$ cat src/rtl/rx_source_select_if.sv
`default_nettype none
// ============================================================================
// rx_source_select_if : sample/strobe bundle between the TX/RX chains and the
//                       RX source mux.  Rev 1.0
// ============================================================================
interface rx_source_select_if #(
  parameter int NUM_CHAN = 8,
  parameter int WIDTH    = 16
) ();
  logic                      tx_strobe;
  logic [WIDTH-1:0]          tx_i;
  logic [WIDTH-1:0]          tx_q;
  logic                      rx_strobe;
  logic [NUM_CHAN*WIDTH-1:0] bb_in;
  logic [NUM_CHAN*WIDTH-1:0] ch_out;
  logic                      out_strobe;

  modport master (
    output tx_strobe, tx_i, tx_q, rx_strobe, bb_in,
    input  ch_out, out_strobe
  );

  modport slave (
    input  tx_strobe, tx_i, tx_q, rx_strobe, bb_in,
    output ch_out, out_strobe
  );
endinterface
`default_nettype wire

$ cat src/rtl/rx_source_select.sv
`default_nettype none
// ============================================================================
// rx_source_select : per-strobe RX source mux (DDC / TX loopback FIFO /
//                    counter / per-channel ramp) for NUM_CHAN channels.  Rev 1.0
// ============================================================================
module rx_source_select #(
  parameter int NUM_CHAN   = 8,
  parameter int WIDTH      = 16,
  parameter int LOOP_DEPTH = 16
) (
  input  wire                          clock,
  input  wire                          reset,
  input  wire                          enable,
  input  wire  [1:0]                   mode,
  input  wire                          clear_status,
  rx_source_select_if.slave            bus,
  output logic                         loop_overrun,
  output logic                         loop_underrun,
  output logic [$clog2(LOOP_DEPTH):0]  loop_level
);

  localparam int AW = $clog2(LOOP_DEPTH);
  localparam int LW = AW + 1;

  localparam logic [1:0] MODE_NORMAL = 2'b00;
  localparam logic [1:0] MODE_LOOP   = 2'b01;
  localparam logic [1:0] MODE_COUNT  = 2'b10;
  localparam logic [1:0] MODE_RAMP   = 2'b11;

  logic [1:0]                mode_prev_q;
  logic [WIDTH-1:0]          cnt_q,      cnt_d;
  logic [AW-1:0]             wr_ptr_q,   wr_ptr_d;
  logic [AW-1:0]             rd_ptr_q,   rd_ptr_d;
  logic [LW-1:0]             level_q,    level_d;
  logic [NUM_CHAN*WIDTH-1:0] ch_q,       ch_d;
  logic                      out_strobe_q, out_strobe_d;
  logic                      overrun_q,  overrun_d;
  logic                      underrun_q, underrun_d;
  logic [2*WIDTH-1:0]        mem_q [LOOP_DEPTH];

  logic                      mode_change;
  logic                      loop_active;
  logic [WIDTH-1:0]          cnt_base;
  logic [WIDTH-4:0]          ramp_next;
  logic [AW-1:0]             wr_base;
  logic [AW-1:0]             rd_base;
  logic [LW-1:0]             level_base;
  logic                      fifo_empty;
  logic                      fifo_full;
  logic                      push_ok;
  logic                      pop_ok;
  logic [2*WIDTH-1:0]        pop_data;

  always_comb begin
    mode_change = (mode != mode_prev_q);
    loop_active = enable && (mode == MODE_LOOP);

    // A mode change or disable acts as a flush within the same cycle, so any
    // concurrent strobe sees a zero counter and an empty FIFO.
    cnt_base   = (mode_change || !enable) ? '0 : cnt_q;
    wr_base    = (loop_active && !mode_change) ? wr_ptr_q : '0;
    rd_base    = (loop_active && !mode_change) ? rd_ptr_q : '0;
    level_base = (loop_active && !mode_change) ? level_q  : '0;

    fifo_empty = (level_base == '0);
    fifo_full  = (level_base == LW'(LOOP_DEPTH));
    pop_ok     = loop_active && bus.rx_strobe && !fifo_empty;
    // A full FIFO still accepts a push when a pop frees a slot this cycle.
    push_ok    = loop_active && bus.tx_strobe && (!fifo_full || pop_ok);
    pop_data   = mem_q[rd_base];

    wr_ptr_d   = wr_base + (push_ok ? AW'(1) : AW'(0));
    rd_ptr_d   = rd_base + (pop_ok  ? AW'(1) : AW'(0));
    level_d    = level_base + (push_ok ? LW'(1) : LW'(0)) - (pop_ok ? LW'(1) : LW'(0));

    ramp_next    = cnt_base[WIDTH-4:0] + (WIDTH-3)'(1);
    cnt_d        = cnt_base;
    ch_d         = ch_q;
    out_strobe_d = enable && bus.rx_strobe;

    if (enable && bus.rx_strobe) begin
      case (mode)
        MODE_NORMAL: ch_d = bus.bb_in;
        MODE_LOOP: begin
          if (pop_ok) begin
            for (int k = 0; k < NUM_CHAN; k++) begin
              ch_d[k*WIDTH +: WIDTH] = (k % 2 == 0) ? pop_data[2*WIDTH-1:WIDTH]
                                                    : pop_data[WIDTH-1:0];
            end
          end
        end
        MODE_COUNT: begin
          for (int k = 0; k < NUM_CHAN; k++) begin
            ch_d[k*WIDTH +: WIDTH] = cnt_base + WIDTH'(k);
          end
          cnt_d = cnt_base + WIDTH'(NUM_CHAN);
        end
        MODE_RAMP: begin
          for (int k = 0; k < NUM_CHAN; k++) begin
            ch_d[k*WIDTH +: WIDTH] = {3'(k), cnt_base[WIDTH-4:0]};
          end
          cnt_d = {3'b000, ramp_next};
        end
        default: ch_d = ch_q;
      endcase
    end

    overrun_d  = overrun_q  || (loop_active && bus.tx_strobe && !push_ok);
    underrun_d = underrun_q || (loop_active && bus.rx_strobe && fifo_empty);
    if (clear_status) begin
      overrun_d  = 1'b0;
      underrun_d = 1'b0;
    end
  end

  always_ff @(posedge clock) begin
    if (reset) begin
      mode_prev_q  <= MODE_NORMAL;
      cnt_q        <= '0;
      wr_ptr_q     <= '0;
      rd_ptr_q     <= '0;
      level_q      <= '0;
      ch_q         <= '0;
      out_strobe_q <= 1'b0;
      overrun_q    <= 1'b0;
      underrun_q   <= 1'b0;
    end else begin
      mode_prev_q  <= mode;
      cnt_q        <= cnt_d;
      wr_ptr_q     <= wr_ptr_d;
      rd_ptr_q     <= rd_ptr_d;
      level_q      <= level_d;
      ch_q         <= ch_d;
      out_strobe_q <= out_strobe_d;
      overrun_q    <= overrun_d;
      underrun_q   <= underrun_d;
    end
  end

  // Storage carries no reset; validity is tracked by the pointers and level.
  always_ff @(posedge clock) begin
    if (!reset && push_ok) begin
      mem_q[wr_base] <= {bus.tx_i, bus.tx_q};
    end
  end

  assign bus.ch_out     = ch_q;
  assign bus.out_strobe = out_strobe_q;
  assign loop_overrun   = overrun_q;
  assign loop_underrun  = underrun_q;
  assign loop_level     = level_q;

endmodule
`default_nettype wire

$ cat src/flat_wrapper.sv
// flat-port wrapper written by rule: the top's interface ports become plain ports
module rx_source_select_flat 
#(
  parameter int NUM_CHAN   = 8,
  parameter int WIDTH      = 16,
  parameter int LOOP_DEPTH = 16
)
  (clock, reset, enable, mode, clear_status, loop_overrun, loop_underrun, loop_level, bus_tx_strobe, bus_tx_i, bus_tx_q, bus_rx_strobe, bus_bb_in, bus_ch_out, bus_out_strobe);
  rx_source_select_if #(.NUM_CHAN(NUM_CHAN), .WIDTH(WIDTH)) bus_i ();
  input  wire clock;
  input  wire reset;
  input  wire enable;
  input  wire  [1:0] mode;
  input  wire clear_status;
  output logic loop_overrun;
  output logic loop_underrun;
  output logic [$clog2(LOOP_DEPTH):0] loop_level;
  input wire logic [$bits(bus_i.tx_strobe)-1:0] bus_tx_strobe;
  input wire logic [$bits(bus_i.tx_i)-1:0] bus_tx_i;
  input wire logic [$bits(bus_i.tx_q)-1:0] bus_tx_q;
  input wire logic [$bits(bus_i.rx_strobe)-1:0] bus_rx_strobe;
  input wire logic [$bits(bus_i.bb_in)-1:0] bus_bb_in;
  output wire logic [$bits(bus_i.ch_out)-1:0] bus_ch_out;
  output wire logic [$bits(bus_i.out_strobe)-1:0] bus_out_strobe;
  assign bus_i.tx_strobe = bus_tx_strobe;
  assign bus_i.tx_i = bus_tx_i;
  assign bus_i.tx_q = bus_tx_q;
  assign bus_i.rx_strobe = bus_rx_strobe;
  assign bus_i.bb_in = bus_bb_in;
  assign bus_ch_out = bus_i.ch_out;
  assign bus_out_strobe = bus_i.out_strobe;
  rx_source_select #(.NUM_CHAN(NUM_CHAN), .WIDTH(WIDTH), .LOOP_DEPTH(LOOP_DEPTH)) u_core (.clock(clock), .reset(reset), .enable(enable), .mode(mode), .clear_status(clear_status), .bus(bus_i), .loop_overrun(loop_overrun), .loop_underrun(loop_underrun), .loop_level(loop_level));
endmodule
$ cat config.mk
export PLATFORM = sky130hd
export DESIGN_NAME = rx_source_select_flat
export DESIGN_NICKNAME = d
export VERILOG_FILES = /design/src/rtl/rx_source_select_if.sv /design/src/rtl/rx_source_select.sv /design/src/flat_wrapper.sv
export SDC_FILE = /design/constraint.sdc
export NUM_CORES = 1
export LEC_CHECK = 0
export ABC_CLOCK_PERIOD_IN_PS = 6400
export CORE_ASPECT_RATIO = 0.8
export CORE_MARGIN = 2
export CORE_UTILIZATION = 57
export DETAILED_ROUTE_END_ITERATION = 7
export PLACE_DENSITY = 0.8
export SYNTH_ARGS = -nofsm -noshare
export SYNTH_HDL_FRONTEND = slang
export SYNTH_SLANG_ARGS = --single-unit
$ cat constraint.sdc
create_clock -name clock -period 6.4 [get_ports clock]
set_input_delay 0.96 -clock clock [delete_from_list [all_inputs] [get_ports clock]]
set_output_delay 0.96 -clock clock [all_outputs]
set_load 0.02 [all_outputs]
==> results.json, run 1 <==
{
  "outcome": "complete, no violations",
  "antenna_left": 0,
  "flow.area_growth_from_synthesis_pct": 19.9,
  "cts_max_path_buffers": 3,
  "share_seq_of_total_power_pct": 51.9,
  "p_sw_share_pct": 23.3,
  "r2r.worst_path.cells": 12,
  "cell_rows": 75,
  "gp_routability_congestion": 1.01,
  "num-fill-cells": 3717,
  "power.density_cell_area_mw_per_mm2": 253,
  "hpwlAfterDp_um": 75300,
  "clk_transition_reported_paths_ps": 60,
  "holdBufCountCts": 0,
  "cts.repair_timing.setup_buffer_count": 0,
  "worstPathArrival_ps": 5170,
  "initial_utilization_pct": 57.7,
  "total_switching_power_mw": 2.14,
  "clock_insertion_delay_worst_skew_ps": 630,
  "detail_route.wirelength_um": 114000,
  "maximum_number_of_pins_on_one_net_before_global_route_repair": 76,
  "count_of_warnings_emitted_by_yosys": 0,
  "io_pins": 304,
  "cell_internal_pwr_mw": 7.05,
  "synth_area_per_cell_um2": 11.9,
  "report.final.slew_viol_count": 0,
  "crit_path_frequent_cell": "sky130_fd_sc_hd__buf_4",
  "numnets_final": 2986,
  "cts_buffers": 66,
  "timing.critical_path.slowest_cell_delay_ps": 670,
  "grt_first_pass_wirelength_um": 163000,
  "maxSlewHeadroom_pct": 18.9,
  "firstDrtPassIters": 6,
  "critical_path.endpoint": "u_core.bus.ch_out[92]",
  "worst_hold_startpoint": "u_core.bus.ch_out[68]",
  "fin_util_pct": 69.1,
  "setup_repair_after_global_routing_missed_its_margin": "no",
  "synth.top_cell.area_share_pct": 50.8,
  "setup_viol": 0,
  "fraction_of_final_layout_cells_sized_beyond_drive_strength_1_pct": 10.4,
  "synth-seq-area-share_pct": 61.6,
  "ys_types": 89,
  "yosysMostFrequentCell": "sky130_fd_sc_hd__edfxtp_1",
  "setup.worst_path.end_class": "register",
  "period_share_pct": 73.4,
  "timing.setup.critical_path_class": "input port to register",
  "crit_path_start_kind": "input port",
  "totalNegativeSetupSlack_ps": 0,
  "grt-ovfl-total": 0,
  "detailedRoute.firstIterationViolations": 4241,
  "first_global_vias": 23500,
  "finalHoldViolCount": 0,
  "fmaxAchievable_mhz": 213,
  "timing.rr.end": "u_core.bus.ch_out[46]",
  "regToRegStartpoint": "u_core.mode_prev_q[0]",
  "cts_max_level": 3,
  "reg2reg_setup_slack_ps": 1740,
  "worst_slew_pin_slew_ps": 1220,
  "finalCriticalPeriod_ps": 4690,
  "hold_crit_path_type": "register to register",
  "clockPowerShare_pct": 41.3,
  "yosys.area.top_type": "sky130_fd_sc_hd__edfxtp_1",
  "postSynthRegisterBits": 674,
  "maximum_fanout_encountered_on_the_critical_timing_path": 29,
  "ffs_w_async_s_r_synth_pct": 0,
  "synth-edff-count": 512,
  "die_x_um": 262,
  "design.core.area_mm2": 0.0525,
  "synthesis.nets": 2722,
  "drv.max_cap_violation_count": 0,
  "max-vdd-ir-drop_v": 0.000215,
  "clockRootBuffer": "sky130_fd_sc_hd__clkbuf_16",
  "cts.sinks": 674,
  "synthFlopType": "sky130_fd_sc_hd__edfxtp_1",
  "postSynthCellCount": 2535,
  "viasPerCell": 7.00,
  "worst_setup_path_startpoint": "enable",
  "number_of_i_o_port_buffers": 303,
  "route.detailed.drc": 0,
  "power_leakage_nw": 11.6,
  "portion_of_total_power_attributed_to_combinational_logic_pct": 6.8,
  "worst_ep_required_time_ps": 6870,
  "overall_via_count_from_detail_route": 24900,
  "dieArea_mm2": 0.0549,
  "initial_antenna_violation_count": 5,
  "global_route.usage.total_pct": 41.5,
  "die_height_um": 210,
  "finalClockSkew_ps": 21.4,
  "post_synth_main_area_contributors": "sky130_fd_sc_hd__edfxtp_1, sky130_fd_sc_hd__dfxtp_1, sky130_fd_sc_hd__nand2_1, sky130_fd_sc_hd__mux2i_1, sky130_fd_sc_hd__nor2_1",
  "cts_tree": "built",
  "cp_cell_sequence": "clkdlybuf4s50_1, buf_4, and3_1, nand2_1, buf_4, a211oi_1, o22ai_1, or3_1, o211ai_1, a31oi_1",
  "critical_path.slowest_cell": "sky130_fd_sc_hd__clkdlybuf4s50_1",
  "drt-wirelength-per-cell_um": 32.1,
  "syn-cell-area_mm2": 0.0302,
  "synth.cells.most_frequent": "sky130_fd_sc_hd__edfxtp_1, sky130_fd_sc_hd__nand2_1, sky130_fd_sc_hd__nor2_1, sky130_fd_sc_hd__dfxtp_1, sky130_fd_sc_hd__a21oi_1",
  "cts_repair_resize_count": 0
}
-- cells in the final DEF, fill, tap and decap left out, types with 25 or more instances in the layout --
cell type | synthesis | routed
sky130_fd_sc_hd__a21oi_1 | 138 | 138
sky130_fd_sc_hd__inv_1 | 26 | 26
sky130_fd_sc_hd__mux4_2 | 34 | 34
sky130_fd_sc_hd__a31oi_1 | 28 | 28
sky130_fd_sc_hd__buf_4 | 8 | 88
sky130_fd_sc_hd__clkdlybuf4s50_1 | 0 | 300
sky130_fd_sc_hd__xnor2_1 | 46 | 46
sky130_fd_sc_hd__o211ai_1 | 25 | 25
sky130_fd_sc_hd__o21ai_0 | 136 | 136
sky130_fd_sc_hd__a211oi_1 | 66 | 66
sky130_fd_sc_hd__clkbuf_16 | 0 | 67
sky130_fd_sc_hd__dfxtp_1 | 162 | 159
sky130_fd_sc_hd__o22ai_1 | 35 | 35
sky130_fd_sc_hd__nor2_1 | 210 | 191
sky130_fd_sc_hd__mux2_2 | 26 | 26
sky130_fd_sc_hd__mux2i_1 | 89 | 89
sky130_fd_sc_hd__nor3_1 | 47 | 47
sky130_fd_sc_hd__edfxtp_1 | 512 | 512
sky130_fd_sc_hd__xor2_1 | 27 | 27
sky130_fd_sc_hd__and3_1 | 33 | 33
sky130_fd_sc_hd__nand2_1 | 258 | 256
sky130_fd_sc_hd__nand3_1 | 72 | 72
-- sequential cells by signal, indices dropped and copies added, names as in the netlist --
signal and cells:
u_core.bus.ch_out 128, u_core.bus.out_strobe 1, u_core.cnt_q 16, u_core.loop_level 5, u_core.loop_overrun 1, u_core.mode_prev_q 2
u_core.loop_underrun 1, u_core.wr_ptr_q 4, u_core.mem_q 512, u_core.rd_ptr_q 4
-- how the worst min path moves through the flow --
stage	to	slack, ps	cells after the start
CTS	u_core.bus.ch_out[68]	440	2
floorplan	u_core.bus.ch_out[68]	520	2
detailed placement	u_core.bus.ch_out[68]	430	2
global route	u_core.bus.ch_out[111]	460	2
global placement	u_core.bus.ch_out[68]	430	2
finish	u_core.bus.ch_out[68]	440	2
-- routing by layer --
| metal | track usage [%] | vias to the layer above | part of all wire [%] |
|---|---|---|---|
| met3 | 13.6 | 366 | 15 |
| met2 | 57.8 | 2162 | 42 |
| met5 | 0 | - | 0.033 |
| met4 | 17.8 | 6 | 5.0 |
| met1 | 59.5 | 12100 | 38 |
| li1 | - | 10200 | - |
-- cell type report --
cell class                 count  area (um^2)  area share, %
inverter                      29          109          0.300
clock inverter                33          292          0.804
sequential                   674        18600           51.4
timing repair buffer         394         3770           10.4
clock buffer                  87         1750           4.83
tap                          693          867           2.39
antenna                        5         12.5         0.0345
multi-input combinational   1634        10800           29.9
-- critical path, delay by kind of cell --
family | cells | cell delay, ps
AOI/OAI and AO/OA | 4 | 910
buffers and inverters | 3 | 1460
and+or+nand+nor | 3 | 1790
-- cell families after synthesis --
group           after synthesis  share of synthesized area, %
simple gates                752                          11.6
flops                       674                          61.6
compound gates              641                          14.3
buf+inv                     227                          3.16
mux                         149                          6.45
xor+xnor                     73                          2.11
fa+ha+maj                    19                         0.811
-- power by group through the flow --
stage          clock network, mW  logic [mW]  registers, mW
2_1_floorplan                  0       0.198           4.90
3_3_place_gp                   0       0.598           4.86
3_5_place_dp                   0       0.606           4.86
4_1_cts                     3.80       0.609           4.77
5_1_grt                     3.96       0.649           4.77
6_report                    3.79       0.627           4.77
-- metrics by stage --
step	setup slack [ps]	total power, mW	instance area, um^2	std cells	hold slack, ps
finish	1710	9.19	36300	3549	439
global placement	1300	5.46	34200	3424	432
floorplan	1200	5.10	30200	2535	517
global route	1630	9.38	36300	3546	462
CTS	1820	9.18	36200	3544	443
detailed placement	1250	5.47	34200	3424	435
No activity file was read; power rests on OpenSTA's default activity.
==> inputs of run 2 (changes only) <==
ABC_CLOCK_PERIOD_IN_PS = 4800   (was 6400)
clock period = 4.8 ns   (was 6.4 ns; I/O delays follow)
==> results.json, run 2 (same netlist as run 1, synthesis figures left out) <==
{
  "outcome": "complete, no violations",
  "mostFrequentLayoutCell": "sky130_fd_sc_hd__edfxtp_1",
  "crit_path_start_kind": "input port",
  "p_sw_share_pct": 22.8,
  "worst_ep_required_time_ps": 5260,
  "power.total_mw": 12.8,
  "share_seq_of_total_power_pct": 49.7,
  "power.density_cell_area_mw_per_mm2": 347,
  "maxSlewHeadroom_pct": 23.5,
  "finalHoldViolCount": 0,
  "path_buf_inv": 2,
  "power_leakage_nw": 12.0,
  "grt_first_pass_wirelength_um": 168000,
  "initial_antenna_violation_count": 3,
  "drv.max_cap_violation_count": 0,
  "cts.repair_timing.setup_buffer_count": 0,
  "setup.worst_path.end_class": "register",
  "clockPowerShare_pct": 43.7,
  "cell_internal_pwr_mw": 9.88,
  "clockRootBuffer": "sky130_fd_sc_hd__clkbuf_16",
  "cp_top_family": "compound AO/OA/AOI/OAI gates",
  "numnets_final": 3022,
  "design.core.area_mm2": 0.0525,
  "largest_reg_flops": 512,
  "total_switching_power_mw": 2.92,
  "clk_transition_reported_paths_ps": 60,
  "viasPerCell": 7.03,
  "cell_rows": 75,
  "finalCriticalPeriod_ps": 4380,
  "maximum_number_of_pins_on_one_net_before_global_route_repair": 76,
  "gp_routability_congestion": 1.09,
  "worst_slew_pin_slew_ps": 1140,
  "die_height_um": 210,
  "firstDrtPassIters": 7,
  "period_share_pct": 91.3,
  "critical_path.slowest_cell": "sky130_fd_sc_hd__a2111oi_1",
  "max-vdd-ir-drop_v": 0.000508,
  "first_global_vias": 23700,
  "detailedRoute.firstIterationViolations": 4524,
  "global_route.usage.total_pct": 42.9,
  "detail_route.wirelength_um": 119000,
  "flow.area_growth_from_synthesis_pct": 22.0,
  "finalClockSkew_ps": 29.1,
  "cts_buffers": 66,
  "timing.critical_path.slowest_cell_delay_ps": 1080,
  "largest_register": "u_core.mem_q",
  "setup_viol": 0,
  "overall_via_count_from_detail_route": 25200,
  "hold_crit_path_type": "register to register",
  "clock_insertion_delay_worst_skew_ps": 630,
  "setup_repair_after_global_routing_missed_its_margin": "no",
  "timing.setup.critical_path_class": "input port to register",
  "initial_utilization_pct": 57.7,
  "die_x_um": 262,
  "drt-wirelength-per-cell_um": 33.3,
  "layout_common_cells": "sky130_fd_sc_hd__edfxtp_1, sky130_fd_sc_hd__clkdlybuf4s50_1, sky130_fd_sc_hd__nand2_1",
  "cts_tree": "built",
  "fmaxAchievable_mhz": 228,
  "dieArea_mm2": 0.0549,
  "maximum_fanout_encountered_on_the_critical_timing_path": 12,
  "holdBufCountCts": 0,
  "cts_max_path_buffers": 3,
  "cts.sinks": 674,
  "fraction_of_final_layout_cells_sized_beyond_drive_strength_1_pct": 11.8,
  "cts_repair_resize_count": 0,
  "antenna_left": 0,
  "final_cells": 3585,
  "route.detailed.drc": 0,
  "worstPathArrival_ps": 4840,
  "cts_max_level": 3,
  "grt-ovfl-total": 0,
  "worst_hold_slack_ps": 448,
  "hpwlAfterDp_um": 79200,
  "cp_cell_sequence": "clkdlybuf4s50_1, and2_1, buf_4, nand3_1, a21oi_1, o22ai_1, o32a_1, a2111oi_1, nor3_1",
  "num-fill-cells": 3617,
  "post-place-cells": 3460,
  "report.final.slew_viol_count": 0,
  "io_pins": 304,
  "fin_util_pct": 70.4,
  "number_of_i_o_port_buffers": 303,
  "portion_of_total_power_attributed_to_combinational_logic_pct": 6.6
}
[run 2: per-stage QoR]
step                      setup WS (ps)  cell area, um^2  setup TNS (ps)
final                               418            36900               0
after global routing                425            36900               0
after CTS                           500            36900               0
after detailed placement          -93.5            34600           -93.5
after global placement             -107            34600            -107
after floorplan                    -158            30300          -50130
[run 2: path summary, 6_finish.rpt]
| kind | start | to | slack (ps) | cells past startpoint |
|---|---|---|---|---|
| worst max-delay path | enable | u_core.bus.ch_out[4] | 420 | 9 |
| worst max register to register | u_core.mode_prev_q[0] | u_core.bus.ch_out[4] | 700 | 8 |
| worst min-delay path | u_core.bus.ch_out[68] | u_core.bus.ch_out[68] | 450 | 2 |
| worst min register to register | u_core.bus.ch_out[68] | u_core.bus.ch_out[68] | 450 | 2 |
[run 2: metal layers]
layer,track usage [%],wire [um]
met4,17.3,5430
met3,14.0,18500
met5,0,10
met2,59.2,50000
met1,62.7,45300
[run 2: final cells by class]
type                       instances  area (um^2)  share of cell area [%]
clock inverter                    43          594                    1.61
inverter                          29          109                   0.295
multi-input combinational       1634        10800                    29.3
antenna                            4         10.0                  0.0271
tap                              693          867                    2.35
timing repair buffer             430         4160                    11.3
clock buffer                      78         1710                    4.62
sequential                       674        18600                    50.5
[run 2: power by group through the flow]
| stage | Combinational (mW) | Clock, mW | Sequential (mW) |
|---|---|---|---|
| after floorplan | 0.264 | 0 | 6.54 |
| after global placement | 0.810 | 0 | 6.49 |
| after detailed placement | 0.817 | 0 | 6.49 |
| after CTS | 0.821 | 5.59 | 6.36 |
| after global routing | 0.873 | 5.82 | 6.36 |
| final | 0.848 | 5.59 | 6.36 |
[run 2: worst reg2reg max path, stage by stage, from the launching register on]
cell                        delay, ps
sky130_fd_sc_hd__dfxtp_1          620
sky130_fd_sc_hd__and2_1           330
sky130_fd_sc_hd__buf_4            210
sky130_fd_sc_hd__nand3_1          640
sky130_fd_sc_hd__a21oi_1          390
sky130_fd_sc_hd__o22ai_1          150
sky130_fd_sc_hd__o32a_1           430
sky130_fd_sc_hd__a2111oi_1       1080
sky130_fd_sc_hd__nor3_1           100
